**config.mk**
```make
export PLATFORM = sky130hd
export DESIGN_NAME = motor_ramp_ctrl_flat
export DESIGN_NICKNAME = d
export VERILOG_FILES = /design/src/rtl/motor_ramp_ctrl_if.sv /design/src/rtl/motor_ramp_ctrl.sv /design/src/flat_wrapper.sv
export SDC_FILE = /design/constraint.sdc
export NUM_CORES = 1
export LEC_CHECK = 0
export BUFFER_PORTS_ARGS = -buffer_cell sky130_fd_sc_hd__buf_2
export CELL_PAD_IN_SITES_DETAIL_PLACEMENT = 0
export CELL_PAD_IN_SITES_GLOBAL_PLACEMENT = 1
export CORE_MARGIN = 1
export CORE_UTILIZATION = 30
export CTS_BUF_LIST = sky130_fd_sc_hd__clkbuf_8
export DETAILED_ROUTE_END_ITERATION = 10
export PLACE_DENSITY = 0.53
export SLEW_MARGIN = 20
export SYNTH_ARGS = -nofsm -noshare
export SYNTH_HDL_FRONTEND = slang
export SYNTH_SLANG_ARGS = --single-unit
```
**constraint.sdc**
```tcl
create_clock -name cin -period 9.65 [get_ports cin]
set_input_delay 0.965 -clock cin [delete_from_list [all_inputs] [get_ports cin]]
set_output_delay 0.965 -clock cin [all_outputs]
set_load 0.03 [all_outputs]
```
**src/rtl/motor_ramp_ctrl_if.sv**
```systemverilog
// motor_ramp_ctrl_if: direction/duty command handshake into the ramp controller
interface motor_ramp_ctrl_if;
  logic       cmd_valid;
  logic       cmd_ready;
  logic       cmd_dir;
  logic [7:0] cmd_duty;
  modport master(output cmd_valid, cmd_dir, cmd_duty, input cmd_ready);
  modport slave(input cmd_valid, cmd_dir, cmd_duty, output cmd_ready);
endinterface

```
**src/rtl/motor_ramp_ctrl.sv**
```systemverilog
// motor_ramp_ctrl: rate-limited duty ramp with brake and dead-time direction reversal
module motor_ramp_ctrl #(
  parameter int RAMP_DIV   = 1000,
  parameter int STEP       = 1,
  parameter int DEAD_TICKS = 50000
) (
  input  logic             cin,
  input  logic             rst,
  motor_ramp_ctrl_if.slave cmd,
  input  logic             estop,
  output logic             dir,
  output logic             enable,
  output logic [7:0]       duty_cycle,
  output logic             at_target
);
  localparam int PW = $clog2(RAMP_DIV + 1);
  localparam int DW = $clog2(DEAD_TICKS + 1);
  typedef enum logic [1:0] {IDLE, RUN, BRAKE, DEAD} state_t;
  state_t state, state_n;
  logic [PW-1:0] pre;
  logic [DW-1:0] dcnt, dcnt_n;
  logic [7:0] duty_n, tgt_duty, tgt_duty_n, ramp, brake;
  logic [8:0] up, dn;
  logic tgt_dir, tgt_dir_n, dir_n, live, tick, acc;
  assign tick = pre == PW'(RAMP_DIV - 1);
  assign cmd.cmd_ready = live & ~estop;
  assign acc = cmd.cmd_valid & cmd.cmd_ready;
  assign up = {1'b0, duty_cycle} + 9'(STEP);
  assign dn = {1'b0, duty_cycle} - 9'(STEP);
  assign ramp = duty_cycle < tgt_duty ? (up > {1'b0, tgt_duty} ? tgt_duty : up[7:0])
                                      : (dn[8] || dn[7:0] < tgt_duty ? tgt_duty : dn[7:0]);
  assign brake = dn[8] ? 8'd0 : dn[7:0];
  assign enable = (state == RUN || state == BRAKE) && duty_cycle != 8'd0;
  assign at_target = (state == IDLE || state == RUN) && duty_cycle == tgt_duty && dir == tgt_dir;
  // next state: estop overrides everything; dead counter restarts whenever DEAD is not counting
  always_comb begin
    state_n = state;
    duty_n = duty_cycle;
    dcnt_n = '0;
    dir_n = dir;
    tgt_dir_n = acc ? cmd.cmd_dir : tgt_dir;
    tgt_duty_n = acc ? cmd.cmd_duty : tgt_duty;
    if (estop) begin
      state_n = DEAD;
      duty_n = '0;
      tgt_duty_n = '0;
    end else begin
      case (state)
        IDLE: begin
          duty_n = '0;
          if (tgt_duty != 8'd0) state_n = tgt_dir == dir ? RUN : DEAD;
        end
        RUN: begin
          if (tgt_dir != dir) state_n = duty_cycle != 8'd0 ? BRAKE : DEAD;
          else if (duty_cycle == 8'd0 && tgt_duty == 8'd0) state_n = IDLE;
          else if (tick) duty_n = ramp;
        end
        BRAKE: begin
          if (tgt_dir == dir) state_n = RUN;
          else if (duty_cycle == 8'd0) state_n = DEAD;
          else if (tick) duty_n = brake;
        end
        DEAD: begin
          duty_n = '0;
          if (dcnt == DW'(DEAD_TICKS - 1)) begin
            dir_n = tgt_dir;
            state_n = tgt_duty != 8'd0 ? RUN : IDLE;
          end else dcnt_n = dcnt + DW'(1);
        end
      endcase
    end
  end
  // state, targets and free-running ramp prescaler
  always_ff @(posedge cin or posedge rst) begin
    if (rst) begin
      state <= IDLE;
      pre <= '0;
      dcnt <= '0;
      duty_cycle <= '0;
      dir <= 1'b1;
      tgt_dir <= 1'b1;
      tgt_duty <= '0;
      live <= 1'b0;
    end else begin
      state <= state_n;
      pre <= tick ? '0 : pre + PW'(1);
      dcnt <= dcnt_n;
      duty_cycle <= duty_n;
      dir <= dir_n;
      tgt_dir <= tgt_dir_n;
      tgt_duty <= tgt_duty_n;
      live <= 1'b1;
    end
  end
endmodule

```
**src/flat_wrapper.sv**
```systemverilog
// flat-port wrapper written by rule: the top's interface ports become plain ports
module motor_ramp_ctrl_flat 
#(
  parameter int RAMP_DIV   = 1000,
  parameter int STEP       = 1,
  parameter int DEAD_TICKS = 50000
)
  (cin, rst, estop, dir, enable, duty_cycle, at_target, cmd_cmd_valid, cmd_cmd_dir, cmd_cmd_duty, cmd_cmd_ready);
  motor_ramp_ctrl_if cmd_i ();
  input  logic cin;
  input  logic rst;
  input  logic estop;
  output logic dir;
  output logic enable;
  output logic [7:0] duty_cycle;
  output logic at_target;
  input wire logic [$bits(cmd_i.cmd_valid)-1:0] cmd_cmd_valid;
  input wire logic [$bits(cmd_i.cmd_dir)-1:0] cmd_cmd_dir;
  input wire logic [$bits(cmd_i.cmd_duty)-1:0] cmd_cmd_duty;
  output wire logic [$bits(cmd_i.cmd_ready)-1:0] cmd_cmd_ready;
  assign cmd_i.cmd_valid = cmd_cmd_valid;
  assign cmd_i.cmd_dir = cmd_cmd_dir;
  assign cmd_i.cmd_duty = cmd_cmd_duty;
  assign cmd_cmd_ready = cmd_i.cmd_ready;
  motor_ramp_ctrl #(.RAMP_DIV(RAMP_DIV), .STEP(STEP), .DEAD_TICKS(DEAD_TICKS)) u_core (.cin(cin), .rst(rst), .cmd(cmd_i), .estop(estop), .dir(dir), .enable(enable), .duty_cycle(duty_cycle), .at_target(at_target));
endmodule
```
Yosys cells after proc, flatten, opt, wreduce, memory -nomap -nowiden
Index checks and enable logic that the tools add are counted.
{"block": "word_totals", "ff_bits": 47, "input_bits": 13, "output_inout_bits": 12, "word_cells": 83}
{"block": "classes", "n_addsub": 4, "magnitude_cmp": 3, "n_eq_ne": 19, "muxes": 29, "bitwise": 3, "n_reduce_logical": 17}
{"operator": "two-way mux 8 bit", "n": 13}
{"operator": "two-way mux 16 bit", "n": 3}
{"operator": "one-hot mux 8 bit (3 select lines)", "n": 1}
{"operator": "adder 16 x 1 -> 16 bit, second input constant", "n": 1}
{"operator": "== test 16 bit, second input constant", "n": 1}
{"operator": "logical NOT 8 bit", "n": 2}
{"operator": "less-than comparator 8 bit", "n": 2}
{"operator": "two-way mux 2 bit", "n": 8}
{"operator": "nonzero test 8 bit", "n": 2}
{"operator": "!= test 3 bit, second input constant", "n": 5}
{"operator": "adder 10 x 1 -> 10 bit, second input constant", "n": 1}
{"operator": "== test 10 bit, second input constant", "n": 1}
{"operator": "two-way mux 10 bit", "n": 1}
{"operator": "adder 8 x 1 -> 9 bit, second input constant", "n": 1}
{"operator": "greater-than comparator 9 x 8 -> 1 bit", "n": 1}
{"operator": "!= test 3 x 2 -> 1 bit, second input constant", "n": 3}
{"operator": "subtractor 8 x 1 -> 9 bit, second input constant", "n": 1}
{"operator": "== test 8 bit", "n": 1}
{"operator": "!= test 4 bit, second input constant", "n": 2}
{"operator": "one-hot mux 2 bit (4 select lines)", "n": 1}
{"operator": "AND reduction 6 bit", "n": 1}
{"operator": "== test 2 bit, second input constant", "n": 2}
{"operator": "logical AND 1 bit", "n": 4}
{"operator": "AND reduction 4 bit", "n": 1}
{"operator": "11 further kinds", "n": 16}

Longest topological paths before layout
Gate-level depths: netlist (run 1).
{"block": "depth", "depth_word": 10, "ltp_mapped": 13}

Least setup slack after synthesis (run 1)
No wires, ideal clock.
{"block": "synth_path", "path_kind": "reg-to-reg", "startpoint": "reg u_core.duty_cycle[0]", "endpoint": "reg u_core.duty_cycle[0]", "t_arrival_ns": 3.131, "t_required_ns": 9.519, "path_slack_ns": 6.388, "path_stages_with_launch": 12, "path_buffers": 0, "path_cell_list": "dfrtp_1 -> ha_1 -> inv_1 -> or3_4 -> xnor2_1 -> ha_1 -> nand4_1 -> or4_4 -> o211a_2 -> nor4b_4 -> nor4_1 -> or3_1"}
{"block": "synth_between", "elab_chain_cells": 10}
{"element": "start: declaration", "line": "motor_ramp_ctrl.sv:13", "source": "output logic [7:0] duty_cycle,"}
{"element": "start signal: assignment", "line": "motor_ramp_ctrl.sv:88", "source": "duty_cycle <= duty_n;"}
{"element": "subtractor 8 x 1 -> 9 bit", "line": "motor_ramp_ctrl.sv:29", "source": "assign dn = {1'b0, duty_cycle} - 9'(STEP);"}
{"element": "less-than comparator 8 bit", "line": "motor_ramp_ctrl.sv:31", "source": ": (dn[8] || dn[7:0] < tgt_duty ? tgt_duty : dn[7:0]);"}
{"element": "logical OR 1 bit", "line": "motor_ramp_ctrl.sv:31"}
{"element": "two-way mux 8 bit", "line": "motor_ramp_ctrl.sv:31"}
{"element": "two-way mux 8 bit", "line": "motor_ramp_ctrl.sv:30", "source": "assign ramp = duty_cycle < tgt_duty ? (up > {1'b0, tgt_duty} ? tgt_duty : up[7:0])"}
{"element": "two-way mux 8 bit", "line": "motor_ramp_ctrl.sv:56", "source": "else if (tick) duty_n = ramp;"}
{"element": "two-way mux 8 bit", "line": "motor_ramp_ctrl.sv:55", "source": "else if (duty_cycle == 8'd0 && tgt_duty == 8'd0) state_n = IDLE;"}
{"element": "two-way mux 8 bit", "line": "motor_ramp_ctrl.sv:54", "source": "if (tgt_dir != dir) state_n = duty_cycle != 8'd0 ? BRAKE : DEAD;"}
{"element": "one-hot mux 8 bit (3 select lines)", "line": "motor_ramp_ctrl.sv:48", "source": "case (state)"}
{"element": "two-way mux 8 bit", "line": "motor_ramp_ctrl.sv:43", "source": "if (estop) begin"}
Parallel ways exist; a longest one is shown, timed or not. The select of a mux whose other input is x is not followed.
A chain may end at the register's enable or synchronous reset.

Worst setup path after layout (run 1)
Ends and elaborated chain as after synthesis.

==> impl_metrics.py, run 1 <==
metrics = {
    "logic_synthesis": {
        "synth-seq-area-share": 0.338,
        "async_flop_share": 1.00,
        "synth_compound_area_frac": 0.148,
        "synthMuxAreaShare": 0.0150,
        "yosysUniqueCellTypes": 60,
        "synth_seq_cells": 47,
        "synth_fp_nets": 441,
        "synth-simple-area-share": 0.248,
        "synth.avg_cell_area_sq_um": 8.82,
        "synth_fa_ha_area_frac": 0.115,
        "syn_inst": 396,
        "ys_warn_count": 0,
        "synthFlopType": "dfrtp_1",
        "synth-edff-count": 0,
        "synthXorXnorAreaFrac": 0.0803,
        "syn-cell-area_sq_mm": 0.00349,
        "synth_top_family_by_area": "simple AND/OR/NAND/NOR gates",
    },
    "clock_network": {
        "cts_resized": 0,
        "cts.path.max_buffers": 2,
        "cts_buffers": 5,
        "cts_tree": "built",
        "clk_latency_ns": 0.32,
        "cts.sink_count": 47,
        "postCtsSetupRepairBufs": 0,
        "root_buffer": "clkbuf_8",
        "path_clk_slew_ns": 0.10,
        "cts_htree_levels": 2,
        "postCtsHoldBufs": 0,
    },
    "timing": {
        "fmax_mhz": 261,
        "skew_ns": 0.0120,
        "grt_setup_unrepaired": "false",
        "hold_violations": 0,
        "finalSetupViolCount": 0,
        "relSlewSlack": 0.404,
        "tightest_slew_ns": 0.891,
        "finalCriticalPeriod_ns": 3.83,
        "fin_tns_setup_ns": 0,
        "finalCritPeriodShare": 0.397,
        "maxSlewViolCount": 0,
    },
    "floorplanning": {
        "die_h_um": 110,
        "fp.dieW_um": 110,
        "rows": 39,
        "fp.dieArea_sq_mm": 0.0121,
        "coreArea_sq_mm": 0.0114,
        "start_util": 0.307,
        "top_level_ports": 25,
    },
    "worst_setup_path": {
        "crit_chain": "ha_1 -> inv_1 -> or3_4 -> xnor2_1 -> ha_1 -> nand4_1 -> or4_4 -> or2b_1 -> nor4b_4 -> nor4_1 -> or3_1",
        "crit_buf_inv": 1,
        "critical_path.top_delay_family": "simple AND/OR/NAND/NOR gates",
        "critPathMaxFanout": 14,
        "arrival_ns": 4.04,
        "cp_common_cell": "ha_1",
        "max_stage_delay_ns": 0.73,
        "cp_slowest_cell": "nor4b_4",
        "crit_path_end_kind": "flip-flop",
        "crit_type": "flip-flop to flip-flop",
        "required_ns": 9.86,
        "startpoint_type": "flip-flop",
    },
    "drt": {
        "drt_drc_violations_left": 0,
        "first_pass_iters": 4,
        "vias": 2924,
        "dr.first_iter.drc_count": 209,
        "routedWlPerCell_um": 17.3,
        "drtAntennaViolNets": 0,
        "wirelength_um": 9670,
        "routed_via_density": 5.23,
    },
    "power": {
        "power_density_mw_per_mm2": 146,
        "power.leakage_nw": 1.76,
        "total_power_mw": 0.559,
        "max-vdd-ir-drop_mv": 0.0727,
    },
    "place": {
        "portBuffers": 24,
        "dp_hpwl_um": 7000,
        "routabilityCongestion": 0.802,
        "dp_cells": 551,
        "place_area_sq_mm": 0.00374,
    },
    "global_route": {
        "antenna_found_initial": 0,
        "grt_pass1_vias": 2878,
        "grt_usage": 0.174,
        "grt_max_degree": 48,
        "overflow": 0,
        "grt_pass1_wl_um": 15700,
    },
    "run": {
        "drv_cap": 0,
    },
    "final_layout": {
        "area_growth_pct": 9.71,
        "fin_cells": 559,
        "layout-drive-gt1-share": 0.130,
        "insertedDiodeCount": 0,
        "nNetsFinal": 460,
        "final_area_sq_mm": 0.00383,
    },
    "hold_path": {
        "worstHoldPathType": "flip-flop to flip-flop",
    },
    "run_status": {
        "status": "complete, no violations",
    },
}
-- flip-flops by register name, summed over array words and instances, names as in the netlist --
signal	flops
u_core.dcnt	16
u_core.dir	1
u_core.duty_cycle	8
u_core.live	1
u_core.pre	10
u_core.state	2
u_core.tgt_dir	1
u_core.tgt_duty	8
-- metal layers --
layer	vias up	wire (um)	GRT usage
met1	1421	4980	0.255
li1	1436	-	-
met5	-	0	0
met3	9	359	0.0308
met4	0	155	0.0533
met2	58	4170	0.257
-- Yosys cell counts, types with 5 or more instances --
library cell | n | area share
a21oi_1 | 12 | 0.017
a221o_2 | 5 | 0.016
and2_1 | 5 | 0.0090
and3_1 | 10 | 0.018
clkbuf_1 | 8 | 0.0086
dfrtp_1 | 45 | 0.32
ha_1 | 32 | 0.11
inv_1 | 33 | 0.035
nand2_1 | 32 | 0.034
nand3_1 | 16 | 0.023
nand4_1 | 9 | 0.016
nor2_1 | 39 | 0.042
nor2b_1 | 5 | 0.0090
nor3_1 | 15 | 0.021
nor4_1 | 5 | 0.0090
o21ai_0 | 11 | 0.016
o31ai_1 | 7 | 0.015
xnor2_1 | 20 | 0.050
xor2_1 | 12 | 0.030
-- final cells by class --
cell class | count | area (sq um)
clock buffer | 6 | 82.6
clock inverter | 2 | 12.5
fill | 1206 | 7540
inverter | 33 | 126
multi-input combinational | 302 | 2120
sequential | 47 | 1180
tap | 143 | 179
timing repair buffer | 26 | 135
-- power breakdown --
part | leakage (nW) | switching (mW) | internal (mW)
registers | 0.621 | 0.00986 | 0.207
clock network | 0.0526 | 0.0755 | 0.0579
logic | 1.08 | 0.135 | 0.0733
total | 1.76 | 0.220 | 0.338
-- cells by family after synthesis --
logic type                 after synthesis
buffers and inverters                   47
xor gates and xnor gates                32
and+or+nand+nor                        162
muxes                                    5
DFF                                     47
adders and majority gates               32
other                                    1
AOI/OAI and AO/OA                       70
-- final timing paths --
| check | from | to | slack, ns | cells past startpoint |
|---|---|---|---|---|
| min in group asynchronous | rst | u_core.pre[9]$_DFF_PP0_ | 0.72 | 2 |
| worst min-delay path | u_core.dcnt[0]$_DFF_PP0_ | u_core.dcnt[0]$_DFF_PP0_ | 0.45 | 1 |
| worst min register to register | u_core.dcnt[0]$_DFF_PP0_ | u_core.dcnt[0]$_DFF_PP0_ | 0.45 | 1 |
| worst max register to register | u_core.duty_cycle[0]$_DFFE_PP0P_ | u_core.duty_cycle[0]$_DFFE_PP0P_ | 5.82 | 11 |
| worst max-delay path | u_core.duty_cycle[0]$_DFFE_PP0P_ | u_core.duty_cycle[0]$_DFFE_PP0P_ | 5.82 | 11 |
| max in group asynchronous | rst | u_core.tgt_duty[3]$_DFFE_PP0P_ | 8.50 | 2 |
-- stage by stage --
step / setup WS, ns / hold slack (ns) / utilization
4_1_cts: 5.83 / 0.458 / 0.337
3_5_place_dp: 5.86 / 0.445 / 0.329
6_report: 5.82 / 0.454 / 0.337
3_3_place_gp: 5.98 / 0.445 / 0.328
2_1_floorplan: 6.39 / 0.425 / -
5_1_grt: 5.61 / 0.484 / 0.337
-- cells in the final DEF (no fill, tap or decap), types with 10 or more instances in the layout --
master / instances
nor2_1: 39
o21ai_0: 11
nor3_1: 15
buf_2: 24
ha_1: 32
xor2_1: 12
nand2_1: 32
a21oi_1: 12
and3_1: 10
inv_1: 33
xnor2_1: 20
nand3_1: 16
dfrtp_1: 45
Note: power is estimated with default switching activity, not from simulation.
==> inputs of run 2 (changes only) <==
Settings changed: PLACE_DENSITY 0.53 to 0.55.
Clock period 9.65 ns to 3.1 ns, I/O delays scaled along.
==> run 2 against run 1 <==
Compared with the run above: sequential power grew to 3.1 times the previous value; power grew to 3.5 times the previous value; die area is the same; maximum frequency rose by 26%; non-clock buffer count grew 40; cell count rose by 7.2%; first-iteration DRC count fell by 3.3%; hold slack worse by 0.32 ns; clock power grew to 4.2 times the previous value; clock skew shrank 0.0021 ns.
==> impl_metrics.py, run 2 (same netlist as run 1, synthesis figures left out) <==
metrics = {
    "drt": {
        "drt_drc_violations_left": 0,
        "routedWlPerCell_um": 16.2,
        "routed_via_density": 5.11,
        "vias": 3062,
        "wirelength_um": 9730,
        "dr.first_iter.drc_count": 202,
        "drtAntennaViolNets": 0,
        "first_pass_iters": 5,
    },
    "global_route": {
        "overflow": 0,
        "grt_usage": 0.171,
        "grt_max_degree": 48,
        "grt_pass1_vias": 2958,
        "antenna_found_initial": 0,
        "grt_pass1_wl_um": 15600,
    },
    "timing": {
        "fin_hold_ws_ns": 0.131,
        "relSlewSlack": 0.430,
        "finalSetupViolCount": 0,
        "skew_ns": 0.00989,
        "finalCriticalPeriod_ns": 3.04,
        "fmax_mhz": 329,
        "grt_setup_unrepaired": "true",
        "finalCritPeriodShare": 0.981,
        "hold_violations": 0,
        "tightest_slew_ns": 0.855,
        "fin_tns_setup_ns": 0,
        "maxSlewViolCount": 0,
    },
    "clock_network": {
        "cts.path.max_buffers": 2,
        "postCtsHoldBufs": 0,
        "cts_buffers": 5,
        "root_buffer": "clkbuf_8",
        "cts_tree": "built",
        "clk_latency_ns": 0.31,
        "path_clk_slew_ns": 0.10,
        "cts.sink_count": 47,
        "cts_htree_levels": 2,
    },
    "run_status": {
        "status": "complete, no violations",
    },
    "worst_setup_path": {
        "cp_common_cell": "buf_4",
        "arrival_ns": 3.23,
        "crit_path_end_kind": "flip-flop",
        "crit_type": "flip-flop to flip-flop",
        "startpoint_type": "flip-flop",
        "max_stage_delay_ns": 0.45,
        "cp_slowest_cell": "dfrtp_2",
        "crit_chain": "buf_4 -> buf_4 -> nor3_2 -> and3_1 -> xnor2_2 -> ha_1 -> and3_1 -> a211o_1 -> nand2_1 -> nor3_1 -> buf_4 -> o311a_1 -> or3_1",
        "critPathMaxFanout": 5,
        "required_ns": 3.29,
    },
    "final_layout": {
        "area_growth_pct": 22.6,
        "layout_common_cells": "buf_4, nor2_1, dfrtp_1",
        "insertedDiodeCount": 0,
        "fill_cells": 1193,
        "layout-drive-gt1-share": 0.252,
        "largest_reg_flops": 16,
        "nNetsFinal": 500,
        "reg.largest.list": "u_core.dcnt: 16 flops, u_core.pre: 10 flops",
        "regMostFlops": "u_core.dcnt",
        "layout_commonest_cell": "buf_4",
    },
    "floorplanning": {
        "die_h_um": 110,
        "start_util": 0.307,
        "fp.dieW_um": 110,
        "top_level_ports": 25,
        "rows": 39,
        "fp.dieArea_sq_mm": 0.0121,
        "coreArea_sq_mm": 0.0114,
    },
    "power": {
        "p_switching_mw": 0.696,
        "pwr-share-clk": 0.283,
        "p_comb_frac": 0.376,
        "internal-power_mw": 1.28,
        "total_power_mw": 1.98,
        "power_density_mw_per_mm2": 462,
        "power.leakage_nw": 1.99,
        "max-vdd-ir-drop_mv": 0.315,
        "swShare": 0.352,
        "seq_power_share": 0.340,
    },
    "place": {
        "dp_hpwl_um": 7310,
        "routabilityCongestion": 0.864,
        "portBuffers": 24,
    },
    "run": {
        "drv_cap": 0,
    },
    "hold_path": {
        "worstHoldPathType": "input port to async pin",
    },
}
[run 2: power by group through the flow]
stage	combinational [mW]	clock (mW)	sequential, mW
3_3_place_gp	0.695	0	0.684
2_1_floorplan	0.476	0	0.688
4_1_cts	0.719	0.585	0.673
5_1_grt	0.829	0.602	0.678
6_report	0.744	0.560	0.673
3_5_place_dp	0.684	0	0.685
[run 2: per-stage QoR]
step | cells | instance area [sq um] | worst slack, ns | utilization
final | 599 | 4280 | 0.0587 | 0.376
after global routing | 599 | 4280 | -0.0833 | 0.376
after CTS | 595 | 4190 | 0.00125 | 0.368
after detailed placement | 578 | 3960 | -0.0991 | 0.348
after global placement | 578 | 3960 | -0.0361 | 0.348
after floorplan | 396 | 3510 | 0.00520 | -
[run 2: cell type report]
cell class | count | area [sq um] | share of cell area
sequential | 47 | 1190 | 0.277
inverter | 33 | 125 | 0.0292
tap | 143 | 179 | 0.0418
multi-input combinational | 302 | 2200 | 0.514
timing repair buffer | 66 | 452 | 0.106
clock inverter | 3 | 71.3 | 0.0167
clock buffer | 5 | 68.8 | 0.0161
[run 2: metal layers]
metal	global-route usage	share of wire	up-vias
met5	0	0	-
met4	0.0552	0.010	0
li1	-	-	1520
met2	0.263	0.45	91
met3	0.0267	0.056	6
met1	0.245	0.48	1445
[run 2: critical path, delay by kind of cell, from the launching register on]
| kind | cells | cell delay (ns) |
|---|---|---|
| compound gates | 2 | 0.64 |
| xor+xnor | 1 | 0.13 |
| fa+ha+maj | 1 | 0.25 |
| buf+inv | 3 | 0.49 |
| flops | 1 | 0.45 |
| simple gates | 6 | 0.96 |
[run 2: worst paths after layout]
check                                                  from                          endpoint  slack, ns  depth (start not counted)
min in group cin                            cmd_cmd_duty[6]    u_core.tgt_duty[6]$_DFFE_PP0P_       0.20                          3
hold / removal                                          rst          u_core.dcnt[9]$_DFF_PP0_       0.13                          2
hold reg to reg                    u_core.dcnt[0]$_DFF_PP0_          u_core.dcnt[0]$_DFF_PP0_       0.47                          1
max in group asynchronous                               rst  u_core.duty_cycle[3]$_DFFE_PP0P_       2.40                          2
setup reg to reg           u_core.duty_cycle[2]$_DFFE_PP0P_  u_core.duty_cycle[0]$_DFFE_PP0P_       0.06                         13
setup / recovery           u_core.duty_cycle[2]$_DFFE_PP0P_  u_core.duty_cycle[0]$_DFFE_PP0P_       0.06                         13
[run 2: what timing repair did]
| action | in CTS | in global routing |
|---|---|---|
| setup endpoints to repair | 1 | 7 |
| resized for setup | 3 | 12 |
| hold endpoints to repair | 0 | 0 |
| pin swaps | 1 | 14 |
| buffers inserted | 9 | 4 |
==> inputs of run 3 (changes only) <==
Settings changed: CORE_UTILIZATION 30 to 44, PLACE_DENSITY 0.55 to 0.76.
==> run 3 against run 2 <==
Compared with the run above: sequential cell count unchanged; non-clock buffer count decreased by 15; via count decreased by 1.6%; clock-buffer cell count increased by 1; critical path depth decreased by 1; cell area decreased by 4.9%; maximum frequency about the same; clock power decreased by 28%; largest power group unchanged; power decreased by 9.3%; hold slack about the same; clock skew decreased by 0.0028 ns; highest routed layer unchanged.
==> impl_metrics.py, run 3 (same netlist as run 1, synthesis figures left out) <==
metrics = {
    "power": {
        "max-vdd-ir-drop_mv": 0.282,
        "power_density_mw_per_mm2": 441,
        "total_power_mw": 1.79,
        "power.leakage_nw": 1.90,
    },
    "floorplanning": {
        "start_util": 0.454,
        "fp.dieW_um": 91.1,
        "fp.dieArea_sq_mm": 0.00830,
        "coreArea_sq_mm": 0.00769,
        "top_level_ports": 25,
        "die_h_um": 91.1,
        "rows": 32,
    },
    "global_route": {
        "grt_pass1_vias": 2917,
        "grt_usage": 0.225,
        "grt_pass1_wl_um": 14800,
        "antenna_found_initial": 0,
        "grt_max_degree": 48,
        "overflow": 0,
    },
    "clock_network": {
        "path_clk_slew_ns": 0.09,
        "cts.path.max_buffers": 2,
        "cts_tree": "built",
        "cts.sink_count": 47,
        "cts_buffers": 5,
        "cts_htree_levels": 2,
        "root_buffer": "clkbuf_8",
        "clk_latency_ns": 0.30,
    },
    "place": {
        "routabilityCongestion": 0.959,
        "dp_cells": 534,
        "portBuffers": 24,
        "place_area_sq_mm": 0.00388,
        "place_ws_ns": 0.0274,
        "dp_hpwl_um": 6800,
    },
    "timing": {
        "finalCritPeriodShare": 0.982,
        "finalSetupViolCount": 0,
        "maxSlewViolCount": 0,
        "relSlewSlack": 0.444,
        "grt_setup_unrepaired": "true",
        "fin_tns_setup_ns": 0,
        "fin_hold_ws_ns": 0.131,
        "fin_ws_ns": 0.0563,
        "skew_ns": 0.00704,
        "finalCriticalPeriod_ns": 3.04,
        "fmax_mhz": 329,
        "hold_violations": 0,
        "tightest_slew_ns": 0.832,
    },
    "final_layout": {
        "fin_util": 0.529,
        "layout-drive-gt1-share": 0.231,
        "fill_cells": 716,
        "largest_reg_flops": 16,
        "nNetsFinal": 485,
        "final_area_sq_mm": 0.00407,
        "area_growth_pct": 16.6,
        "reg.largest.list": "u_core.dcnt: 16 flops, u_core.pre: 10 flops",
        "fin_cells": 543,
        "insertedDiodeCount": 0,
        "regMostFlops": "u_core.dcnt",
        "layout_common_cells": "nor2_1, dfrtp_1, nand2_1",
    },
    "drt": {
        "vias": 3014,
        "first_pass_iters": 4,
        "wirelength_um": 8870,
        "wl_met2_um": 3870,
        "routed_via_density": 5.55,
        "wl_met1_um": 4520,
        "dr_wl_met3_um": 405,
        "dr.first_iter.drc_count": 174,
        "drtAntennaViolNets": 0,
        "routedWlPerCell_um": 16.3,
        "top_layer_used": "met4",
        "drt_drc_violations_left": 0,
    },
    "worst_setup_path": {
        "startpoint_type": "flip-flop",
        "r2r_setup_slack_ns": 0.06,
        "reg2reg_from": "u_core.duty_cycle[1]$_DFFE_PP0P_",
        "crit_type": "flip-flop to flip-flop",
        "arrival_ns": 3.23,
        "reg2regPathDepth": 12,
        "required_ns": 3.28,
        "critPathMaxFanout": 8,
        "reg2reg_to": "u_core.duty_cycle[0]$_DFFE_PP0P_",
        "crit_path_end_kind": "flip-flop",
    },
    "run_status": {
        "status": "complete, no violations",
    },
    "run": {
        "drv_cap": 0,
    },
    "hold_path": {
        "worstHoldPathType": "input port to async pin",
    },
}
==> run 3: what timing repair did <==
action                     CTS  global route
buffers inserted             0             2
resized for setup            0            16
hold buffers                 0             0
setup endpoints to repair    0             7
==> run 3: critical path: stages, from the launching register on <==
cell and delay [ns]:
dfrtp_2 0.43, ha_4 0.16, inv_2 0.03, or3_4 0.37
xnor2_2 0.15, ha_1 0.33, nand4_1 0.09, or4_4 0.13
or2b_1 0.24, nor4b_4 0.15, buf_6 0.14, o311a_1 0.33
or3_1 0.37
==> run 3: where the power goes <==
part	switching [mW]	internal, mW
Sequential	0.0254	0.646
Combinational	0.433	0.287
Clock	0.219	0.183
Total	0.678	1.12
==> run 3: layout make-up <==
type                       count  area [sq um]  area share
tap                          102           128      0.0314
inverter                      33           125      0.0307
timing repair buffer          51           327      0.0802
clock buffer                   6          82.6      0.0203
clock inverter                 2          13.8     0.00338
sequential                    47          1190       0.291
multi-input combinational    302          2210       0.543
==> run 3: metal layers <==
metal	up-vias	GRT usage
li1	1499	-
met1	1439	0.343
met2	66	0.339
met3	10	0.0302
met4	0	0.0450
met5	-	0
==> run 3: worst max path at each step <==
stage | from | endpoint | slack, ns | cells after the start
6_report | u_core.duty_cycle[1]$_DFFE_PP0P_ | u_core.duty_cycle[0]$_DFFE_PP0P_ | 0.06 | 12
5_1_grt | u_core.duty_cycle[1]$_DFFE_PP0P_ | u_core.duty_cycle[2]$_DFFE_PP0P_ | -0.05 | 12
4_1_cts | u_core.duty_cycle[1]$_DFFE_PP0P_ | u_core.duty_cycle[1]$_DFFE_PP0P_ | 0.004 | 12
3_5_place_dp | u_core.duty_cycle[1]$_DFFE_PP0P_ | u_core.duty_cycle[1]$_DFFE_PP0P_ | 0.03 | 12
3_3_place_gp | u_core.duty_cycle[1]$_DFFE_PP0P_ | u_core.duty_cycle[1]$_DFFE_PP0P_ | 0.1 | 12
2_1_floorplan | u_core.duty_cycle[0]$_DFFE_PP0P_ | u_core.duty_cycle[0]$_DFFE_PP0P_ | 0.005 | 11
